$ cat config.mk
export PLATFORM = sky130hd
export DESIGN_NAME = ctrl_pipe
export DESIGN_NICKNAME = d
export VERILOG_FILES = /design/src/rtl/ctrl_pkg.sv /design/src/rtl/ctrl_stage_reg.sv /design/src/rtl/ctrl_pipe.sv
export SDC_FILE = /design/constraint.sdc
export NUM_CORES = 1
export LEC_CHECK = 0
export CAP_MARGIN = 5
export CELL_PAD_IN_SITES_DETAIL_PLACEMENT = 0
export CELL_PAD_IN_SITES_GLOBAL_PLACEMENT = 1
export CORE_MARGIN = 2
export CORE_UTILIZATION = 40
export CTS_BUF_LIST = sky130_fd_sc_hd__clkbuf_8
export DETAILED_ROUTE_END_ITERATION = 7
export PLACE_DENSITY_LB_ADDON = 0.1
export SETUP_SLACK_MARGIN = 0.02
export SYNTH_ARGS = -nofsm -noshare
export SYNTH_HDL_FRONTEND = slang
export SYNTH_SLANG_ARGS = --single-unit
$ cat constraint.sdc
create_clock -name clk_i -period 4.4 [get_ports clk_i]
set_clock_uncertainty 0.15 [all_clocks]
set_input_delay 1.1 -clock clk_i [delete_from_list [all_inputs] [get_ports clk_i]]
set_output_delay 1.1 -clock clk_i [all_outputs]
set_load 0.1 [all_outputs]
$ cat src/rtl/ctrl_pkg.sv
// Control-bundle layout shared by the decode-stage generator and ctrl_pipe.
// Bit positions, stage widths and per-stage control views.
package ctrl_pkg;

  localparam int CTRL_WIDTH      = 16;

  localparam int CTRL_ALUOP_HI   = 7;
  localparam int CTRL_ALUOP_LO   = 6;
  localparam int CTRL_ALUSRC     = 5;
  localparam int CTRL_BRANCH     = 4;
  localparam int CTRL_MEM_RE     = 3;
  localparam int CTRL_MEM_WE     = 2;
  localparam int CTRL_REG_WE     = 1;
  localparam int CTRL_MEM_TO_REG = 0;
  localparam int CTRL_RSVD_LO    = 8;

  localparam int EX_W  = 8;
  localparam int MEM_W = 5;
  localparam int WB_W  = 2;

  typedef logic [1:0] aluop_t;

  localparam aluop_t ALUOP_ADD    = 2'b00;
  localparam aluop_t ALUOP_BRANCH = 2'b01;
  localparam aluop_t ALUOP_FUNCT  = 2'b10;

  typedef struct packed {
    aluop_t aluop;
    logic   alusrc;
    logic   is_branch;
    logic   mem_re;
    logic   mem_we;
    logic   reg_we;
    logic   mem_to_reg;
  } ex_ctrl_t;

  typedef struct packed {
    logic is_branch;
    logic mem_re;
    logic mem_we;
    logic reg_we;
    logic mem_to_reg;
  } mem_ctrl_t;

  typedef struct packed {
    logic reg_we;
    logic mem_to_reg;
  } wb_ctrl_t;

endpackage

$ cat src/rtl/ctrl_stage_reg.sv
// One pipeline boundary: control payload plus valid bit.
// A bubble load clears both payload and valid.
module ctrl_stage_reg
  import ctrl_pkg::*;
#(
  parameter int W = 8
) (
  input  logic         clk_i,
  input  logic         rst_n_i,
  input  logic         bubble_i,
  input  logic [W-1:0] d_i,
  output logic [W-1:0] q_o,
  output logic         vld_o
);

  always_ff @(posedge clk_i or negedge rst_n_i) begin
    if (!rst_n_i) begin
      q_o   <= '0;
      vld_o <= 1'b0;
    end else if (bubble_i) begin
      q_o   <= '0;
      vld_o <= 1'b0;
    end else begin
      q_o   <= d_i;
      vld_o <= 1'b1;
    end
  end

endmodule

$ cat src/rtl/ctrl_pipe.sv
// Carries decode control through ID/EX, EX/MEM, MEM/WB with stall,
// flush, reserved-bit drop and a retired-instruction counter.
module ctrl_pipe
  import ctrl_pkg::*;
#(
  parameter int CTRL_WIDTH = ctrl_pkg::CTRL_WIDTH,
  parameter int CNT_WIDTH  = 32
) (
  input  logic                  clk_i,
  input  logic                  rst_n_i,
  input  logic [CTRL_WIDTH-1:0] ctrl_q2_i,
  input  logic                  id_vld_i,
  input  logic                  stall_i,
  input  logic                  flush_i,
  output logic [1:0]            ex_aluop_o,
  output logic                  ex_alusrc_o,
  output logic                  ex_mem_re_o,
  output logic                  ex_vld_o,
  output logic                  mem_is_branch_o,
  output logic                  mem_re_o,
  output logic                  mem_we_o,
  output logic                  mem_vld_o,
  output logic                  wb_reg_we_o,
  output logic                  wb_is_mem_to_reg_o,
  output logic                  wb_vld_o,
  output logic [CNT_WIDTH-1:0]  retire_cnt_o,
  output logic                  rsvd_err_o
);

  ex_ctrl_t  ex_q;
  mem_ctrl_t mem_q;
  wb_ctrl_t  wb_q;

  logic ex_vld;
  logic mem_vld;
  logic wb_vld;

  logic rsvd_nz;
  logic rsvd_hit;
  logic ex_bubble;
  logic mem_bubble;
  logic wb_bubble;

  assign rsvd_nz  = |ctrl_q2_i[CTRL_WIDTH-1:CTRL_RSVD_LO];
  assign rsvd_hit = id_vld_i & ~stall_i & ~flush_i & rsvd_nz;

  // Flush outranks stall; both just turn EX into a bubble here.
  assign ex_bubble  = flush_i | stall_i | ~id_vld_i | rsvd_nz;
  assign mem_bubble = flush_i | ~ex_vld;
  assign wb_bubble  = ~mem_vld;

  ctrl_stage_reg #(.W(EX_W)) u_ex (
    .clk_i    (clk_i),
    .rst_n_i  (rst_n_i),
    .bubble_i (ex_bubble),
    .d_i      (ctrl_q2_i[EX_W-1:0]),
    .q_o      (ex_q),
    .vld_o    (ex_vld)
  );

  ctrl_stage_reg #(.W(MEM_W)) u_mem (
    .clk_i    (clk_i),
    .rst_n_i  (rst_n_i),
    .bubble_i (mem_bubble),
    .d_i      (ex_q[MEM_W-1:0]),
    .q_o      (mem_q),
    .vld_o    (mem_vld)
  );

  ctrl_stage_reg #(.W(WB_W)) u_wb (
    .clk_i    (clk_i),
    .rst_n_i  (rst_n_i),
    .bubble_i (wb_bubble),
    .d_i      (mem_q[WB_W-1:0]),
    .q_o      (wb_q),
    .vld_o    (wb_vld)
  );

  always_ff @(posedge clk_i or negedge rst_n_i) begin
    if (!rst_n_i) begin
      rsvd_err_o <= 1'b0;
    end else begin
      rsvd_err_o <= rsvd_hit;
    end
  end

  always_ff @(posedge clk_i or negedge rst_n_i) begin
    if (!rst_n_i) begin
      retire_cnt_o <= '0;
    end else if (wb_vld) begin
      retire_cnt_o <= retire_cnt_o + CNT_WIDTH'(1);
    end
  end

  assign ex_aluop_o  = ex_q.aluop;
  assign ex_alusrc_o = ex_q.alusrc;
  assign ex_mem_re_o = ex_q.mem_re & ex_vld;
  assign ex_vld_o    = ex_vld;

  assign mem_is_branch_o = mem_q.is_branch & mem_vld;
  assign mem_re_o        = mem_q.mem_re & mem_vld;
  assign mem_we_o        = mem_q.mem_we & mem_vld;
  assign mem_vld_o       = mem_vld;

  assign wb_reg_we_o        = wb_q.reg_we & wb_vld;
  assign wb_is_mem_to_reg_o = wb_q.mem_to_reg;
  assign wb_vld_o           = wb_vld;

endmodule
# After elaboration in Yosys (flattened, before gate mapping)
# Index checks and enable logic that the tools add are counted.
[classes] n_reduce_logical=1 n_bitwise=16 add_sub_neg=1 muxes=6
[op_table] cell="adder 32 x 1 -> 32 bit (second input constant)" n=1
[op_table] cell="bitwise AND 1 bit" n=8
[op_table] cell="two-way mux 8 bit" n=1
[op_table] cell="OR reduction 8 bit" n=1
[op_table] cell="two-way mux 5 bit" n=1
[op_table] cell="NOT 1 bit" n=4
[op_table] cell="bitwise OR 1 bit" n=4
[op_table] cell="two-way mux 1 bit" n=3
[op_table] cell="two-way mux 2 bit" n=1
[totals] ff_bits=51 inputBits=21

# Logic depth before layout (Yosys ltp)
# Gate-level depths: netlist of run 1.
[depth] word_depth=4 ltp_mapped=5

# By module
# From an unflattened synthesis of run 1, not the netlist that was laid out.
[unflattened] hier_cells=168 area_unflattened_um2=2085.8
[by_module_without_submodules] module="ctrl_pipe" seq_area_each_um2=825.8 area_each_um2=1530.2 cells_each=132 instances=1
[by_module_without_submodules] module="ctrl_stage_reg (u_ex)" seq_area_each_um2=225.2 area_each_um2=279.0 cells_each=18 instances=1
[by_module_without_submodules] module="ctrl_stage_reg (u_mem)" seq_area_each_um2=150.1 area_each_um2=185.2 cells_each=12 instances=1
[by_module_without_submodules] module="ctrl_stage_reg (u_wb)" seq_area_each_um2=75.1 area_each_um2=91.3 cells_each=6 instances=1

# Worst setup path after synthesis of run 1
# Ideal clock, no wire load.
[synth_timing] path_type="register to output" startpoint="register u_mem.vld_o" endpoint="output mem_is_branch_o" setup_slack_ns=1.333 path_buffers=0 t_arrival_ns=1.817 path_stages_with_launch=2 path_cell_list="dfrtp_1 -> and2_1"
[synth_between] elab_chain_cells=1
[synth_lines] item="from (decl)" line="ctrl_stage_reg.sv:13" source="output logic vld_o"
[synth_lines] item="from (signal assigned)" line="ctrl_stage_reg.sv:19" source="vld_o <= 1'b0;"
[synth_lines] item="from (signal assigned)" line="ctrl_stage_reg.sv:22" source="vld_o <= 1'b0;"
[synth_lines] item="from (signal assigned)" line="ctrl_stage_reg.sv:25" source="vld_o <= 1'b1;"
[synth_lines] item="bitwise AND 1 bit" line="ctrl_pipe.sv:100" source="assign mem_is_branch_o = mem_q.is_branch & mem_vld;"
[synth_lines] item="to (decl)" line="ctrl_pipe.sv:19" source="output logic mem_is_branch_o,"
# No other way between the ends.

# Final worst setup path of run 1
[layout_timing] startpoint="register u_wb.vld_o" endpoint="output wb_reg_we_o"
[layout_between] elab_chain_cells=1
[layout_lines] item="from (decl)" line="ctrl_stage_reg.sv:13"
[layout_lines] item="from (signal assigned)" line="ctrl_stage_reg.sv:19"
[layout_lines] item="from (signal assigned)" line="ctrl_stage_reg.sv:22"
[layout_lines] item="from (signal assigned)" line="ctrl_stage_reg.sv:25"
[layout_lines] item="bitwise AND 1 bit" line="ctrl_pipe.sv:105" source="assign wb_reg_we_o = wb_q.reg_we & wb_vld;"
[layout_lines] item="to (decl)" line="ctrl_pipe.sv:23" source="output logic wb_reg_we_o,"
# No other way between the ends.

==> results of run 1 <==
state kept, by name (all words and copies together) (netlist names):
register	count
retire_cnt_o	32
rsvd_err_o	1
u_ex.q_o	8
u_ex.vld_o	1
u_mem.q_o	5
u_mem.vld_o	1
u_wb.q_o	2
u_wb.vld_o	1
worst max-delay path, stage by stage, from the launching register on:
cell and delay, ns:
dfrtp_1 0.48, and2_2 0.19, clkdlybuf4s50_1 1.14
layout by cell type, fill, tap and decap left out:
cell type        netlist  routed
mux2_2                 1       1
dfrtp_1               51      51
and2_1                18      18
nor2b_1                2       2
nor4_4                 1       1
and4bb_2               1       1
nor2_1                 8       8
buf_2                  0       1
nand4_1                7       7
ha_1                   1       1
clkbuf_8               0       7
xor2_1                15      15
nand2_1               14      14
inv_1                  2       2
and2_2                 1       1
clkinvlp_4             0       1
and4_1                 3       3
nor4_1                 2       2
xnor2_1               16      16
or2_2                  1       1
nor4_2                 4       4
nand3_1                6       6
clkdlybuf4s50_1        0      64
nand4_2                2       2
nor3_1                 5       5
or4_4                  1       1
a21oi_1                1       1
and3_1                 5       5
cell type report:
cell class	instances	area, µm²
fill	458	2176
sequential	51	1276
multi-input combinational	115	810.8
timing repair buffer	65	645.6
clock buffer	7	96.34
tap	70	87.58
clock inverter	1	7.507
inverter	2	7.507
logic make-up (layout without fill, tap and decap cells):
kind of cell             after synthesis  in the layout  share of synthesized area [%]
AND/OR/NAND/NOR                       81             81                          24.07
XOR/XNOR                              31             31                          12.80
flip-flops                            51             51                          60.18
adder cells (fa/ha/maj)                1              1                         0.5899
multiplexers                           1              1                         0.5309
buffers and inverters                  5             75                          1.593
AO/OA/AOI/OAI                          1              1                         0.2358
worst min path at each step:
stage / startpoint / to / slack, ns / cells past startpoint
finish: u_mem.q_o[0] / u_wb.q_o[0] / 0.30 / 1
global route: u_mem.q_o[0] / u_wb.q_o[0] / 0.32 / 1
CTS: u_ex.q_o[0] / u_mem.q_o[0] / 0.31 / 1
detailed placement: u_ex.q_o[0] / u_mem.q_o[0] / 0.29 / 1
global placement: u_ex.q_o[4] / u_mem.q_o[4] / 0.28 / 1
floorplan: u_ex.q_o[0] / u_mem.q_o[0] / 0.28 / 1
through the flow:
step	hold slack, ns	utilization, %
after floorplan	0.2777	-
after global placement	0.2818	55.36
after detailed placement	0.2904	55.36
after CTS	0.3113	57.40
after global routing	0.3214	57.40
final	0.3046	57.40
report_power, final:
part	switching, W	internal, W	leakage (nW)
Sequential	0.000000286	0.000469	0.712
Clock	0.000149	0.000143	0.0505
Combinational	0.0000156	0.0000163	0.587
Total	0.000165	0.000628	1.35
layer usage:
layer | wire (µm) | vias up | global-route usage [%]
met3 | 299 | 2 | 4.941
met2 | 2144 | 57 | 25.70
li1 | - | 708 | -
met4 | 15 | 0 | 4.909
met1 | 1820 | 748 | 19.09
met5 | 0 | - | 0
==> out/results.md, run 1 <==
## Global route
- 0 — gr ovfl total
- 7.293 mm — first-pass GRT wire length
- 52 — maximum number of pins on one net before global-route repair
- 15.44% — gr usage total
- 0 — initial antenna violation count
- 1566 — number of global-route vias before repair

## Floorplanning
- 41.52% — initial cell density of the core
- 66 — Boundary Pins
- 26 — site row count
- 76.82 µm — Die Wd
- 5901 µm² — Die Footprint
- 5107 µm² — Core Footprint
- 76.82 µm — Die Span Y

## Job
- 0 — Maximum Capacitance Violations

## Cells and area
- 38.23% — area added between synthesis and finish
- 0 — number of inserted diodes
- 8.714% — share of layout cells above drive strength 1
- 2932 µm² — summed area of non-filler cells in the final layout
- 262 — Nets
- 311 — final std cells w/o fill

## Synthesis
- 51 x dfrtp_1, 18 x and2_1, 16 x xnor2_1, 15 x xor2_1, 14 x nand2_1 — commonest cells in the synthesized netlist
- 100.0% — asr flop ratio synth
- 171 — gate count of the mapped netlist
- 193 — Synth Net Count
- dfrtp_1 — primary flip-flop cell chosen by synthesis mapping
- dfrtp_1 — biggest area consumer among synthesized cells
- 60.18% — share of the yosys chip area belonging to registers
- 0 — number of warnings issued by yosys
- 51 — count of state elements after synthesis
- 2121 µm² — Post-Syn Area
- 12.40 µm² — mean cell area of the mapped netlist
- 0 — number of enable-type register cells in the synthesized netlist
- dfrtp_1 — leading cell type by number of instances after synthesis
- dfrtp_1 60%, xnor2_1 6.6%, xor2_1 6.2% — most area-consuming cells after synthesis
- 60.18% — Yosys top cell area share
- 26 — Cell variety after synth

## STA
- 3.351 ns — Final min period
- 26.14% — Slew headroom
- 0 — number of setup violations in the final report
- 1.049 ns — fin worst setup slack
- 0 — final max-slew violation count
- 76.15% — final worst path period share
- 1.108 ns — Slew @ Worst Pin
- 0 ns — setup TNS
- 0.2984 GHz — highest clock frequency the design can meet
- 0 — final-report hold violation count
- false — RSZ-0062 raised after global routing

## Clocking
- done — CTS tree
- 0.30 ns — Clk Latency, worst-skew pair
- 0.09 ns — clk slew on worst S/H paths
- 51 — clk sink count
- 0 — Hold Buf Count CTS
- 0 — Post-CTS Setup Repair Bufs
- 2 — H-Tree Level Count
- 5 — cts bufs inserted
- 2 — Clock Path Buffers
- clkbuf_8 — root buf cell
- 0 — Resize count post-CTS

## Critical path
- register to output port — crit path kind
- retire_cnt_o[0] — critical register-to-register path startpoint
- register — sort of element at the start of the critical path
- u_wb.vld_o — start point of the critical path
- 5 — length in cells of the worst reg-to-reg path
- 2.10 ns — arrival time worst endpoint
- 3.15 ns — data required time at the worst endpoint
- 7 — crit path max fanout
- retire_cnt_o[28] — Crit Reg-Reg Endpoint
- wb_reg_we_o — Critical Path End
- output port — crit end category
- 2.09 ns — setup slack of the most critical reg-to-reg path

## Detailed routing
- 13.76 µm — Wirelength per Cell
- 57 — number of DRC markers after the initial detailed-route iteration
- 0 — remaining routing DRC violations
- 1515 — vias post-DR
- 4 — number of optimization iterations in the first detailed-route pass
- 4.871 — drt via density
- 4.279 mm — wire length reported by the detailed router
- 0 — residual antenna-violating net count after detailed routing

## Pwr
- 0.1489 mV — worst supply voltage drop on vdd
- 1.350 nW — static leakage power
- 0.0007934 W — PnR Total Power
- 270.6 nW/µm² — power density cells

## Place
- 65 — Port Buffers
- 1.374 ns — post-placement setup slack
- 0.7484 — Routability Congestion
- 2828 µm² — Area after DPL
- 303 — instance count after placement with tap cells included
- 3.047 mm — half-perimeter wire length after placement

## Run status
- finished clean — run status

## Worst hold path
- register to register — hold crit path type

Note: power is estimated with default switching activity, not from simulation.
==> inputs of run 2 (changes only) <==
- CORE_UTILIZATION: 40 -> 34
- clock period: 4.4 -> 2.7 ns (I/O delays scaled with it)
==> run 2 against run 1 <==
Non-clock buffer count rose by 2; global-route usage fell by 2.7 points; critical path depth did not move; final area fell by 3.8%; clock power rose by 39%; via count fell by 5.0%; hold slack got worse by 0.084 ns; first-iteration DRC count fell by 28%; flip-flop and latch count did not move; critical endpoint unchanged.
==> out/results.md, run 2 (synthesized netlist as in run 1, its figures left out) <==
## STA
- 0.4839 GHz — highest clock frequency the design can meet
- 0 — final max-slew violation count, unchanged
- 0 — number of setup violations in the final report, unchanged
- false — RSZ-0062 raised after global routing, unchanged
- 76.54% — final worst path period share
- 0.5876 ns — Slew @ Worst Pin, was 1.108 ns
- 0 — final-report hold violation count, unchanged
- 0.2204 ns — worst hold-check slack, was 0.3046 ns
- 2.067 ns — Final min period
- 60.83% — Slew headroom, was 26.14%
- 0 ns — setup TNS, unchanged

## Cells and area
- retire_cnt_o: 32 flops, u_ex.q_o: 8 flops, u_mem.q_o: 5 flops — registers with the most flip-flops, unchanged
- dfrtp_1 — most common library cell in the layout ignoring fill and taps, was clkdlybuf4s50_1
- 264 — Nets, was 262
- 26.97% — share of layout cells above drive strength 1, was 8.714%
- 33.04% — area added between synthesis and finish, was 38.23%
- 0 — number of inserted diodes, unchanged
- 51 x dfrtp_1, 46 x buf_4, 19 x clkdlybuf4s50_1, 18 x and2_1, 16 x xnor2_1 — commonest cells after routing, fill and taps aside, was 64 x clkdlybuf4s50_1, 51 x dfrtp_1, 18 x and2_1, 16 x xnor2_1, 15 x xor2_1
- 316 — final std cells w/o fill, was 311
- 563 — # fillers, was 458
- 1276 µm² — Reg area, unchanged
- retire_cnt_o — top register by number of flip-flops, unchanged
- 32 — flip-flop count of the largest register after layout, unchanged
- 810.8 µm² — Multi-input gate area, unchanged

## Global route
- 6.955 mm — first-pass GRT wire length, was 7.293 mm
- 27 — maximum number of pins on one net before global-route repair, was 52
- 0 — gr ovfl total, unchanged
- 0 — initial antenna violation count, unchanged
- 1403 — number of global-route vias before repair, was 1566
- 12.73% — gr usage total, was 15.44%

## Clocking
- 2 — H-Tree Level Count, unchanged
- 0.30 ns — Clk Latency, worst-skew pair, about the same
- done — CTS tree, unchanged
- 2 — Clock Path Buffers, unchanged
- 5 — cts bufs inserted, unchanged
- clkbuf_8 — root buf cell, unchanged
- 0 — Post-CTS Setup Repair Bufs, unchanged
- 0 — Resize count post-CTS, unchanged
- 0.08 ns — clk slew on worst S/H paths, was 0.09 ns
- 0 — Hold Buf Count CTS, unchanged
- 51 — clk sink count, unchanged

## Detailed routing
- met4 — highest metal layer with signal wires, unchanged
- 1.870 mm — routed length on met2, was 2.144 mm
- 1.996 mm — routed length on met1, was 1.820 mm
- 1440 — vias post-DR, was 1515
- 0 — remaining routing DRC violations, unchanged
- 3 — number of optimization iterations in the first detailed-route pass, was 4
- 4.203 mm — wire length reported by the detailed router, was 4.279 mm
- 13.30 µm — Wirelength per Cell, was 13.76 µm
- 270 µm — routed length on met3, was 299 µm
- 4.557 — drt via density, was 4.871
- 0 — residual antenna-violating net count after detailed routing, unchanged
- 41 — number of DRC markers after the initial detailed-route iteration, was 57

## Critical path
- register — sort of element at the start of the critical path, unchanged
- 1.88 ns — data required time at the worst endpoint, was 3.15 ns
- register to output port — crit path kind, unchanged
- 1.24 ns — arrival time worst endpoint, was 2.10 ns
- output port — crit end category, unchanged
- 7 — crit path max fanout, unchanged

## Pwr
- 0.1959 mV — worst supply voltage drop on vdd, was 0.1489 mV
- 1.448 nW — static leakage power, was 1.350 nW
- 21.43% — switching part of the total, was 20.82%
- 0.0002625 W — total net switching power, was 0.0001652 W
- 4.5% — relative contribution of combinational cells to total power, was 4.0%
- 0.0009627 W — internal power, was 0.0006282 W
- 434.2 nW/µm² — power density cells, was 270.6 nW/µm²
- 33.1% — Clk network pwr share, was 36.9%
- 62.4% — Reg power frac, was 59.1%

## Place
- 0.6440 — Routability Congestion, was 0.7484
- 310 — instance count after placement with tap cells included, was 303
- 3.064 mm — half-perimeter wire length after placement, was 3.047 mm
- 65 — Port Buffers, unchanged

## Worst hold path
- primary input to async pin — hold crit path type, was register to register

## Floorplanning
- 6886 µm² — Die Footprint, was 5901 µm²
- 66 — Boundary Pins, unchanged
- 28 — site row count, was 26
- 82.98 µm — Die Wd, was 76.82 µm
- 5991 µm² — Core Footprint, was 5107 µm²
- 35.40% — initial cell density of the core, was 41.52%
- 82.98 µm — Die Span Y, was 76.82 µm

## Run status
- finished clean — run status, unchanged

## Job
- 0 — Maximum Capacitance Violations, unchanged

## run 2: cell count changes in the layout (fill, tap and decap cells not counted)
cell,delta
clkdlybuf4s50_1,-45
clkbuf_8,-2
buf_4,+46
inv_1,+1
buf_12,+1
clkinvlp_4,-1
## run 2: per-layer routing
layer | track usage [%] | up-vias
li1 | - | 716
met1 | 17.08 | 677
met2 | 18.84 | 41
met3 | 4.573 | 6
met4 | 4.918 | 0
met5 | 0 | -
## run 2: layout make-up
class	count	area share, %
clock inverters	1	0.1330
repair buffers	67	19.87
well taps	75	3.326
flip-flops and latches	51	45.23
clock buffers	5	2.439
inverters	2	0.2661
multi-input cells	115	28.74
## run 2: power groups by stage
| stage | sequential [W] | clock, W | combinational [W] |
|---|---|---|---|
| after detailed placement | 0.000780 | 0 | 0.0000575 |
| final | 0.000764 | 0.000406 | 0.0000552 |
| after global routing | 0.000765 | 0.000453 | 0.0000621 |
| after global placement | 0.000780 | 0 | 0.0000576 |
| after CTS | 0.000764 | 0.000421 | 0.0000578 |
| after floorplan | 0.000786 | 0 | 0.00000204 |
## run 2: worst max-delay path, cell delays in order, from the launching register on
cell	delay (ns)
dfrtp_1	0.48
and2_2	0.19
buf_4	0.28
## run 2: stage by stage
stage / setup WS (ns) / power (W) / utilization (%) / area [µm²]
after detailed placement: 0.4070 / 0.0008371 / 45.89 / 2749
after CTS: 0.6124 / 0.001243 / 47.10 / 2821
final: 0.6334 / 0.001225 / 47.10 / 2821
after global placement: 0.4406 / 0.0008372 / 45.89 / 2749
after global routing: 0.5140 / 0.001280 / 47.10 / 2821
after floorplan: 0.03334 / 0.0007879 / - / 2121
## run 2: worst paths after layout
check	startpoint	end	slack [ns]	cells after the start
max reg2reg	retire_cnt_o[4]	retire_cnt_o[25]	0.63	4
max	u_wb.vld_o	wb_reg_we_o	0.63	2
min	rst_n_i	retire_cnt_o[0]	0.22	1
max in group asynchronous	rst_n_i	retire_cnt_o[28]	1.64	2
min reg2reg	u_ex.q_o[2]	u_mem.q_o[2]	0.30	1
min in group clk_i	u_ex.q_o[2]	u_mem.q_o[2]	0.30	1
==> inputs of run 3 (changes only) <==
- clock period: 2.7 -> 1.9 ns (I/O delays scaled with it)
==> run 3 against run 2 <==
The flow now finishes with violations (negative hold slack); first-iteration DRC count down 9.8%; global-route usage up 1.7 points; hold slack worse by 0.23 ns; die area unchanged; sequential power up 43%; critical endpoint is now wb_vld_o; largest cell class unchanged; largest power group unchanged.
==> out/results.md, run 3 (synthesized netlist as in run 1, its figures left out) <==
## Detailed routing
- 0 — residual antenna-violating net count after detailed routing, unchanged
- 0 — remaining routing DRC violations, unchanged
- 4 — number of optimization iterations in the first detailed-route pass, was 3
- 4.559 mm — wire length reported by the detailed router, was 4.203 mm
- 1578 — vias post-DR, was 1440
- 13.45 µm — Wirelength per Cell, was 13.30 µm
- 4.655 — drt via density, was 4.557
- 37 — number of DRC markers after the initial detailed-route iteration, was 41

## Critical path
- register to output port — crit path kind, unchanged
- 1.27 ns — data required time at the worst endpoint, was 1.88 ns
- buf_6, buf_4, buf_12 — critical path, cell by cell, was and2_2, buf_4
- dfrtp_4 — master of the slowest instance on the critical path, was dfrtp_1
- output port — crit end category, unchanged
- 0.50 ns — highest cell delay on the worst timing path, was 0.48 ns
- 1.24 ns — arrival time worst endpoint, about the same
- flip-flops — largest delay contributor family on the critical path, unchanged
- 3 — Buf+Inv Stages, Crit Path, was 1
- 3 — crit path max fanout, was 7
- register — sort of element at the start of the critical path, unchanged

## Floorplanning
- 6886 µm² — Die Footprint, unchanged
- 5991 µm² — Core Footprint, unchanged
- 35.40% — initial cell density of the core, unchanged
- 82.98 µm — Die Wd, unchanged
- 28 — site row count, unchanged
- 82.98 µm — Die Span Y, unchanged
- 66 — Boundary Pins, unchanged

## Clocking
- 0 — Hold Buf Count CTS, unchanged
- done — CTS tree, unchanged
- 5 — cts bufs inserted, unchanged
- 2 — H-Tree Level Count, unchanged
- clkbuf_8 — root buf cell, unchanged
- 0.30 ns — Clk Latency, worst-skew pair, about the same
- 0.09 ns — clk slew on worst S/H paths, was 0.08 ns
- 51 — clk sink count, unchanged
- 2 — Clock Path Buffers, unchanged

## Place
- 0.7370 — Routability Congestion, was 0.6440
- 328 — instance count after placement with tap cells included, was 310
- 3.554 mm — half-perimeter wire length after placement, was 3.064 mm
- 65 — Port Buffers, unchanged

## STA
- 0 — number of setup violations in the final report, unchanged
- true — RSZ-0062 raised after global routing, was false
- 0 — final max-slew violation count, unchanged
- 65.21% — Slew headroom, was 60.83%
- 0.5369 GHz — highest clock frequency the design can meet
- 98.03% — final worst path period share
- -0.01214 ns — worst hold-check slack, was 0.2204 ns
- 0.5218 ns — Slew @ Worst Pin, was 0.5876 ns
- 1.863 ns — Final min period
- 22 — final-report hold violation count, was 0

## Cells and area
- 79.29% — area added between synthesis and finish, was 33.04%
- 285 — Nets, was 264
- 339 — final std cells w/o fill, was 316
- 0 — number of inserted diodes, unchanged
- 423 — # fillers, was 563
- 49.62% — share of layout cells above drive strength 1, was 26.97%
- 32 — flip-flop count of the largest register after layout, unchanged
- 63.47% — fin util, was 47.10%
- 47 x buf_12, 21 x dfrtp_1, 19 x clkdlybuf4s50_1, 18 x buf_4, 18 x dfrtp_2 — commonest cells after routing, fill and taps aside, was 51 x dfrtp_1, 46 x buf_4, 19 x clkdlybuf4s50_1, 18 x and2_1, 16 x xnor2_1
- retire_cnt_o: 32 flops, u_ex.q_o: 8 flops, u_mem.q_o: 5 flops — registers with the most flip-flops, unchanged
- buf_12 — most common library cell in the layout ignoring fill and taps, was dfrtp_1
- retire_cnt_o — top register by number of flip-flops, unchanged

## Pwr
- 0.4141 mV — worst supply voltage drop on vdd, was 0.1959 mV
- 1.779 nW — static leakage power, was 1.448 nW
- 510.3 nW/µm² — power density cells, was 434.2 nW/µm²
- 0.001940 W — PnR Total Power, was 0.001225 W

## Run status
- negative hold slack — violations in the final reports
- finished with violations — run status, was finished clean

## Global route
- 0 — gr ovfl total, unchanged
- 30 — maximum number of pins on one net before global-route repair, was 27
- 8.017 mm — first-pass GRT wire length, was 6.955 mm
- 1629 — number of global-route vias before repair, was 1403
- 0 — initial antenna violation count, unchanged
- 14.39% — gr usage total, was 12.73%

## Job
- 0 — Maximum Capacitance Violations, unchanged

## Worst hold path
- primary input to async pin — hold crit path type, unchanged

[run 3: final cells by class]
type	instances	area, µm²	share of cell area (%)
inverters	2	7.507	0.1974
repair buffers	88	1305	34.32
well taps	75	93.84	2.468
multi-input cells	115	934.6	24.58
clock buffers	6	82.58	2.172
clock inverters	2	35.03	0.9214
flip-flops and latches	51	1344	35.34
[run 3: through the flow]
stage,instance area (µm²),setup TNS (ns),setup WS (ns)
detailed placement,3626,-0.1570,-0.03418
CTS,3764,0,0.03839
global placement,3626,-0.09135,-0.01933
global route,3802,-0.1727,-0.04365
floorplan,2296,-3.291,-0.2789
finish,3802,0,0.03740
[run 3: final timing paths]
check | start | end | slack, ns | cells past startpoint
max | u_wb.vld_o | wb_vld_o | 0.04 | 3
min | rst_n_i | retire_cnt_o[0] | -0.01 | 1
max reg2reg | retire_cnt_o[5] | retire_cnt_o[29] | 0.07 | 5
min reg2reg | u_ex.q_o[1] | u_mem.q_o[1] | 0.31 | 1
max in group asynchronous | rst_n_i | retire_cnt_o[11] | 1.06 | 2
min in group clk_i | u_ex.q_o[1] | u_mem.q_o[1] | 0.31 | 1
[run 3: where the power goes]
group / internal [W] / switching [W] / leakage, nW / total, W
sequential: 0.00109 / 0.00000145 / 0.658 / 0.00109
clock: 0.000426 / 0.000345 / 0.0612 / 0.000772
combinational: 0.0000449 / 0.0000373 / 1.06 / 0.0000822
total: 0.00156 / 0.000384 / 1.78 / 0.00194
[run 3: what timing repair did]
item	in CTS	in global routing
buffers inserted	2	1
pin swaps	1	9
gates resized for setup	2	7
endpoints found under the setup margin	4	14
[run 3: metal layers]
layer | vias to the layer above | global-route usage, % | routed length (µm) | part of all wire [%]
met5 | - | 0 | 0 | 0
met4 | 0 | 4.024 | 54 | 1.2
met3 | 6 | 4.771 | 287 | 6.3
met2 | 45 | 22.65 | 2225 | 49
met1 | 767 | 19.03 | 1991 | 44
li1 | 760 | - | - | -
